<file path="src/rtl/prog_seq_pkg.sv">
// Shared types and constants for program_sequencer and its instruction store.
package prog_seq_pkg;

  // Default instruction width; matches simple_processor program_in.
  localparam int unsigned INSTR_W_DEFAULT = 23;

  typedef logic [INSTR_W_DEFAULT-1:0] instr_t;

  typedef enum logic [2:0] {
    StIdle,
    StReady,
    StXfer,
    StStart,
    StRun,
    StDone
  } prog_seq_state_t;

endpackage

</file>
<file path="src/rtl/prog_seq_store.sv">
// Instruction store: DEPTH x DATA_W register array, one synchronous write port,
// one asynchronous read port. Contents are not reset; prog_len qualifies validity.
module prog_seq_store #(
  parameter int unsigned DATA_W = 23,
  parameter int unsigned DEPTH  = 16,
  parameter int unsigned AW     = 4
) (
  input  logic              i_clk,
  input  logic              i_we,
  input  logic [AW-1:0]     i_waddr,
  input  logic [DATA_W-1:0] i_wdata,
  input  logic [AW-1:0]     i_raddr,
  output logic [DATA_W-1:0] o_rdata
);

  logic [DATA_W-1:0] r_mem [DEPTH];

  // Capture one host instruction per accepted load.
  always_ff @(posedge i_clk) begin
    if (i_we) begin
      r_mem[i_waddr] <= i_wdata;
    end
  end

  assign o_rdata = r_mem[i_raddr];

endmodule

</file>
<file path="src/rtl/program_sequencer.sv">
// Sequencing controller in front of simple_processor: buffers a host program,
// streams it into the processor on request, pulses start and waits for done.
// Optional watchdog on the RUN state is enabled by defining PROG_SEQ_TIMEOUT_EN.
module program_sequencer
  import prog_seq_pkg::*;
#(
  parameter int unsigned INSTR_W        = INSTR_W_DEFAULT,
  parameter int unsigned DEPTH          = 16,
  parameter int unsigned CNT_W          = 5,
  parameter int unsigned TIMEOUT_CYCLES = 1024
) (
  input  logic               i_clk,
  input  logic               i_reset,
  input  logic               i_clear,
  input  logic               i_load_valid,
  input  logic [INSTR_W-1:0] i_load_instr,
  input  logic               i_load_last,
  output logic               o_load_ready,
  input  logic               i_run_req,
  output logic               o_proc_write,
  output logic [INSTR_W-1:0] o_proc_instr,
  output logic               o_proc_start,
  input  logic               i_proc_done,
  output logic [CNT_W-1:0]   o_prog_len,
  output logic               o_seq_ready,
  output logic               o_done,
  output logic               o_trunc,
  output logic               o_timeout
);

  localparam int unsigned    AW       = (DEPTH > 1) ? $clog2(DEPTH) : 1;
  localparam logic [CNT_W-1:0] DepthLen = CNT_W'(DEPTH);

  prog_seq_state_t    r_state, w_state_next;
  logic [CNT_W-1:0]   r_prog_len, w_prog_len_next;
  logic [CNT_W-1:0]   r_rd_ptr, w_rd_ptr_next;
  logic               r_trunc, w_trunc_next;
  logic               r_load_ready, r_seq_ready, r_proc_write, r_proc_start, r_done;
  logic               w_proc_write_next, w_proc_start_next, w_done_next;
  logic [INSTR_W-1:0] r_proc_instr, w_proc_instr_next;
  logic               w_accept;
  logic [AW-1:0]      w_rd_addr;
  logic [INSTR_W-1:0] w_rd_data;

`ifdef PROG_SEQ_TIMEOUT_EN
  localparam int unsigned TW = $clog2(TIMEOUT_CYCLES + 1);
  logic [TW-1:0] r_tmo_cnt, w_tmo_cnt_next;
  logic          r_timeout, w_timeout_next;
`else
  logic w_unused_tmo;
  assign w_unused_tmo = (TIMEOUT_CYCLES == 0);
`endif

  // Read address is 0 on the READY->XFER edge so the first word is ready immediately.
  assign w_rd_addr = (r_state == StXfer) ? r_rd_ptr[AW-1:0] : '0;

  prog_seq_store #(
    .DATA_W (INSTR_W),
    .DEPTH  (DEPTH),
    .AW     (AW)
  ) u_store (
    .i_clk   (i_clk),
    .i_we    (w_accept),
    .i_waddr (r_prog_len[AW-1:0]),
    .i_wdata (i_load_instr),
    .i_raddr (w_rd_addr),
    .o_rdata (w_rd_data)
  );

  // Next-state, counters, flags and next values of the registered outputs.
  always_comb begin
    w_state_next      = r_state;
    w_prog_len_next   = r_prog_len;
    w_rd_ptr_next     = r_rd_ptr;
    w_trunc_next      = r_trunc;
    w_proc_write_next = 1'b0;
    w_proc_instr_next = '0;
    w_proc_start_next = 1'b0;
    w_done_next       = 1'b0;
    w_accept          = 1'b0;
`ifdef PROG_SEQ_TIMEOUT_EN
    w_tmo_cnt_next    = r_tmo_cnt;
    w_timeout_next    = r_timeout;
`endif
    if (i_clear) begin
      w_state_next    = StIdle;
      w_prog_len_next = '0;
      w_rd_ptr_next   = '0;
      w_trunc_next    = 1'b0;
`ifdef PROG_SEQ_TIMEOUT_EN
      w_tmo_cnt_next  = '0;
      w_timeout_next  = 1'b0;
`endif
    end else begin
      unique case (r_state)
        StIdle: begin
          if (i_load_valid && r_load_ready) begin
            w_accept        = 1'b1;
            w_prog_len_next = r_prog_len + CNT_W'(1);
            if (i_load_last) begin
              w_state_next = StReady;
            end else if (r_prog_len == DepthLen - CNT_W'(1)) begin
              w_state_next = StReady;
              w_trunc_next = 1'b1;
            end
          end
        end
        StReady: begin
          if (i_run_req) begin
            // Entry 0 is emitted on this edge, so the pointer restarts at 1.
            w_state_next      = StXfer;
            w_proc_write_next = 1'b1;
            w_proc_instr_next = w_rd_data;
            w_rd_ptr_next     = CNT_W'(1);
          end
        end
        StXfer: begin
          if (r_rd_ptr == r_prog_len) begin
            w_state_next      = StStart;
            w_proc_start_next = 1'b1;
          end else begin
            w_proc_write_next = 1'b1;
            w_proc_instr_next = w_rd_data;
            w_rd_ptr_next     = r_rd_ptr + CNT_W'(1);
          end
        end
        StStart: begin
          w_state_next = StRun;
`ifdef PROG_SEQ_TIMEOUT_EN
          w_tmo_cnt_next = '0;
`endif
        end
        StRun: begin
          if (i_proc_done) begin
            w_state_next = StDone;
            w_done_next  = 1'b1;
`ifdef PROG_SEQ_TIMEOUT_EN
          end else if (r_tmo_cnt == TW'(TIMEOUT_CYCLES - 1)) begin
            w_state_next   = StReady;
            w_timeout_next = 1'b1;
          end else begin
            w_tmo_cnt_next = r_tmo_cnt + TW'(1);
`endif
          end
        end
        StDone: begin
          w_state_next = StReady;
        end
        default: begin
          w_state_next = StIdle;
        end
      endcase
    end
  end

  // State, counters, flags and all outputs registered; reset dominates clear.
  always_ff @(posedge i_clk) begin
    if (i_reset) begin
      r_state      <= StIdle;
      r_prog_len   <= '0;
      r_rd_ptr     <= '0;
      r_trunc      <= 1'b0;
      r_load_ready <= 1'b1;
      r_seq_ready  <= 1'b0;
      r_proc_write <= 1'b0;
      r_proc_instr <= '0;
      r_proc_start <= 1'b0;
      r_done       <= 1'b0;
    end else begin
      r_state      <= w_state_next;
      r_prog_len   <= w_prog_len_next;
      r_rd_ptr     <= w_rd_ptr_next;
      r_trunc      <= w_trunc_next;
      r_load_ready <= (w_state_next == StIdle);
      r_seq_ready  <= (w_state_next == StReady);
      r_proc_write <= w_proc_write_next;
      r_proc_instr <= w_proc_instr_next;
      r_proc_start <= w_proc_start_next;
      r_done       <= w_done_next;
    end
  end

`ifdef PROG_SEQ_TIMEOUT_EN
  // Watchdog counter and sticky timeout flag.
  always_ff @(posedge i_clk) begin
    if (i_reset) begin
      r_tmo_cnt <= '0;
      r_timeout <= 1'b0;
    end else begin
      r_tmo_cnt <= w_tmo_cnt_next;
      r_timeout <= w_timeout_next;
    end
  end
  assign o_timeout = r_timeout;
`else
  assign o_timeout = 1'b0;
`endif

  assign o_load_ready = r_load_ready;
  assign o_seq_ready  = r_seq_ready;
  assign o_proc_write = r_proc_write;
  assign o_proc_instr = r_proc_instr;
  assign o_proc_start = r_proc_start;
  assign o_done       = r_done;
  assign o_prog_len   = r_prog_len;
  assign o_trunc      = r_trunc;

endmodule

</file>
<file path="config.mk">
export PLATFORM = sky130hd
export DESIGN_NAME = program_sequencer
export DESIGN_NICKNAME = d
export VERILOG_FILES = /design/src/rtl/prog_seq_pkg.sv /design/src/rtl/prog_seq_store.sv /design/src/rtl/program_sequencer.sv
export SDC_FILE = /design/constraint.sdc
export NUM_CORES = 1
export LEC_CHECK = 0
export ABC_CLOCK_PERIOD_IN_PS = 3600
export CAP_MARGIN = 20
export CORE_AREA = 2 2 258 260
export CTS_CLUSTER_DIAMETER = 120
export DETAILED_ROUTE_END_ITERATION = 16
export DIE_AREA = 0 0 260 262
export GPL_TIMING_DRIVEN = 0
export PLACE_DENSITY = 0.42
export SLEW_MARGIN = 20
export SYNTH_ARGS = -nofsm -noshare
export SYNTH_HDL_FRONTEND = slang
export SYNTH_SLANG_ARGS = --single-unit
</file>
<file path="constraint.sdc">
create_clock -name i_clk -period 3.6 [get_ports i_clk]
set_input_delay 0.72 -clock i_clk [delete_from_list [all_inputs] [get_ports i_clk]]
set_output_delay 0.72 -clock i_clk [all_outputs]
set_load 0.03 [all_outputs]
</file>
==> flow_summary.json <==
{
  "end_kind": "flip-flop",
  "final_common_cell": "edfxtp_1",
  "cts_root_buffer": "clkbuf_16",
  "whs_path_depth": 2,
  "synth_edf_count": 368,
  "place_congestion": 0.7432,
  "h-tree-depth": 2,
  "core_sq_um": 65280,
  "clock-sinks": 410,
  "synthFlopType": "edfxtp_1",
  "multi_input_area_sq_um": 3847,
  "drv_cap": 0,
  "p_leak_uw": 0.006345,
  "syn_nets": 1103,
  "cts_buffers": 47,
  "num_antenna_cells": 0,
  "grt_overflow": 0,
  "arrival_ns": 3.46,
  "drc": 0,
  "powerDensity_nw_per_um2": 504.7,
  "antenna_found_initial": 0,
  "syn_inst": 1067,
  "stdcell_area_sq_um": 19840,
  "via_per_inst": 4.611,
  "timing.hold.ws_ns": 0.4810,
  "die_area_sq_um": 68120,
  "port_buffers": 63,
  "hold_path.class": "flip-flop to flip-flop",
  "num_rows": 94,
  "place_area_sq_um": 18380,
  "ios": 65,
  "clkLatencyLatePin_ns": 0.59,
  "worstPathCellList": "buf_4 > nor2_1 > and4b_1 > buf_2 > nor2b_1 > nand2_1 > nor3_2 > buf_6 > buf_4",
  "r2r_cells": 9,
  "fin_crit_sh": 0.8799,
  "post-dp-hpwl_um": 33310,
  "ir_worst_vdd_mv": 0.2720,
  "nets": 1239,
  "grt_pass1_vias": 9987,
  "cts.repair.resized": 0,
  "status": "finished, final reports clean",
  "path_common_cell": "buf_4",
  "regArea_sq_um": 11890,
  "final_layout_size_suffix_gt1_frac": 0.1477,
  "critical_path_class": "flip-flop to flip-flop",
  "syn-cell-area_sq_um": 16130,
  "avgRoutedWirePerCell_um": 23.47,
  "seq_area_frac_synth": 0.7373,
  "ys_types": 52,
  "worst_pin_slew_ns": 0.9457,
  "clock_path_buffers": 3,
  "area_delta_synth_final_pct": 23.00,
  "syn_area_per_cell_sq_um": 15.12,
  "final_cell_mix": "edfxtp_1, a21oi_1, clkdlybuf4s50_1",
  "ys_warn_count": 0,
  "max_freq_ghz": 0.3157,
  "die_h_um": 262,
  "first_pass_iters": 5,
  "maxSlewHeadroom": 0.3661,
  "start_util": 0.2471,
  "grt_max_degree": 17,
  "grt_first_pass_wirelength_um": 70550,
  "fill_cells": 6505,
  "setup_viol": 0,
  "ys_ff_latch": 410,
  "timing.final.max_slew_violations": 0,
  "num_vias": 9696,
  "rsz0062_at_grt": "false",
  "path_clk_slew_ns": 0.06,
  "holdBufCountCts": 0,
  "p_total_uw": 10010,
  "drt_iter0_markers": 735,
  "wirelength_um": 49350,
  "ant_nets": 0,
  "hold_violations": 0,
  "async_reset_ff_frac": 0,
  "slowest_delay_ns": 0.79,
  "crit_fanout": 10,
  "grt_use_total": 0.1448,
  "crit_required_ns": 3.89,
  "fin_crit_ns": 3.168,
  "clock_skew_ns": 0.02251,
  "cts_tree": "done",
  "worst_setup_path_start_kind": "flip-flop",
  "cts_setup_buffers": 0,
  "cp_slowest_cell": "nor3_2",
  "dieWidth_um": 260
}
==> flip-flops by register name (all words and copies together) (netlist names) <==
name / cells
u_store.r_mem: 368
o_done: 1
o_proc_write: 1
r_state: 3
o_prog_len: 5
o_proc_start: 1
o_seq_ready: 1
o_load_ready: 1
o_proc_instr: 23
r_rd_ptr: 5
o_trunc: 1
==> area by class of cell <==
type | count | area share
tap | 864 | 0.05449
sequential | 410 | 0.5994
clock inverter | 18 | 0.008703
clock buffer | 67 | 0.06509
multi-input combinational | 548 | 0.1939
buffer | 84 | 0.02050
inverter | 25 | 0.004730
timing repair buffer | 87 | 0.05317
==> power breakdown <==
part / internal, uW / leakage [uW] / switching (uW)
logic: 71.0 / 0.00199 / 143
clock network: 2640 / 0.000706 / 1940
registers: 5210 / 0.00365 / 7.67
==> per-stage QoR <==
| stage | TNS, ns | instances | util | setup WS (ns) |
|---|---|---|---|---|
| floorplan | 0 | 1067 | - | 0.1345 |
| detailed placement | -3.127 | 2018 | 0.2815 | -0.1664 |
| global placement | -575.59 | 1994 | 0.2733 | -2.982 |
| global route | 0 | 2103 | 0.3039 | 0.2084 |
| CTS | 0 | 2103 | 0.3039 | 0.3927 |
| finish | 0 | 2103 | 0.3039 | 0.4323 |
==> cells by family (layout without fill, tap and decap cells) <==
kind of cell | count (synthesis) | in the layout | share of synthesized area
xor+xnor | 11 | 11 | 0.005974
other cells | 1 | 1 | 0.0002325
flops | 410 | 410 | 0.7373
compound gates | 291 | 291 | 0.1239
simple gates | 170 | 170 | 0.05166
mux | 69 | 69 | 0.04530
buf+inv | 109 | 281 | 0.03103
fa+ha+maj | 6 | 6 | 0.004654
==> worst paths after layout <==
| kind | from | endpoint | slack [ns] |
|---|---|---|---|
| hold / removal | o_trunc | o_trunc | 0.48 |
| setup reg to reg | r_state[1] | u_store.r_mem[0][4] | 0.43 |
| setup / recovery | r_state[1] | u_store.r_mem[0][4] | 0.43 |
| hold reg to reg | o_trunc | o_trunc | 0.48 |
==> critical path: cells and delay by family (launching register included) <==
| family | cells | cell delay, ns |
|---|---|---|
| buffers and inverters | 4 | 0.83 |
| AND/OR/NAND/NOR | 5 | 1.71 |
| flip-flops | 1 | 0.32 |
==> layer usage <==
layer	vias to the layer above	routed length, um	global-route usage
li1	4453	-	-
met1	4930	21520	0.1885
met2	249	24430	0.2499
met3	64	2356	0.02074
met4	0	1039	0.04342
met5	-	0	0
==> synth_stat cells, drive strengths merged, types with 3 or more instances <==
cell type    n  area share
xnor2        8      0.0043
a21oi       73       0.023
and2         4      0.0016
nor3b        3      0.0023
o311ai      21       0.011
nand2b       8      0.0031
ha           6      0.0047
and3         3      0.0012
nor2b       23      0.0089
edfxtp     368        0.69
clkbuf      31      0.0073
nor3         8      0.0025
a2bb2oi      4      0.0022
mux2i       46       0.029
o211a       21       0.013
o221ai      22       0.012
nor2        68       0.016
dfxtp       42       0.052
a221oi      25       0.014
inv         25      0.0058
o22ai       23      0.0089
mux2        22       0.015
a211oi      30       0.015
a31oi       21      0.0081
xor2         3      0.0016
buf         53       0.018
nand2       37      0.0086
o21ai       43       0.013
nand3        6      0.0019
No activity file was read; power rests on OpenSTA's default activity.
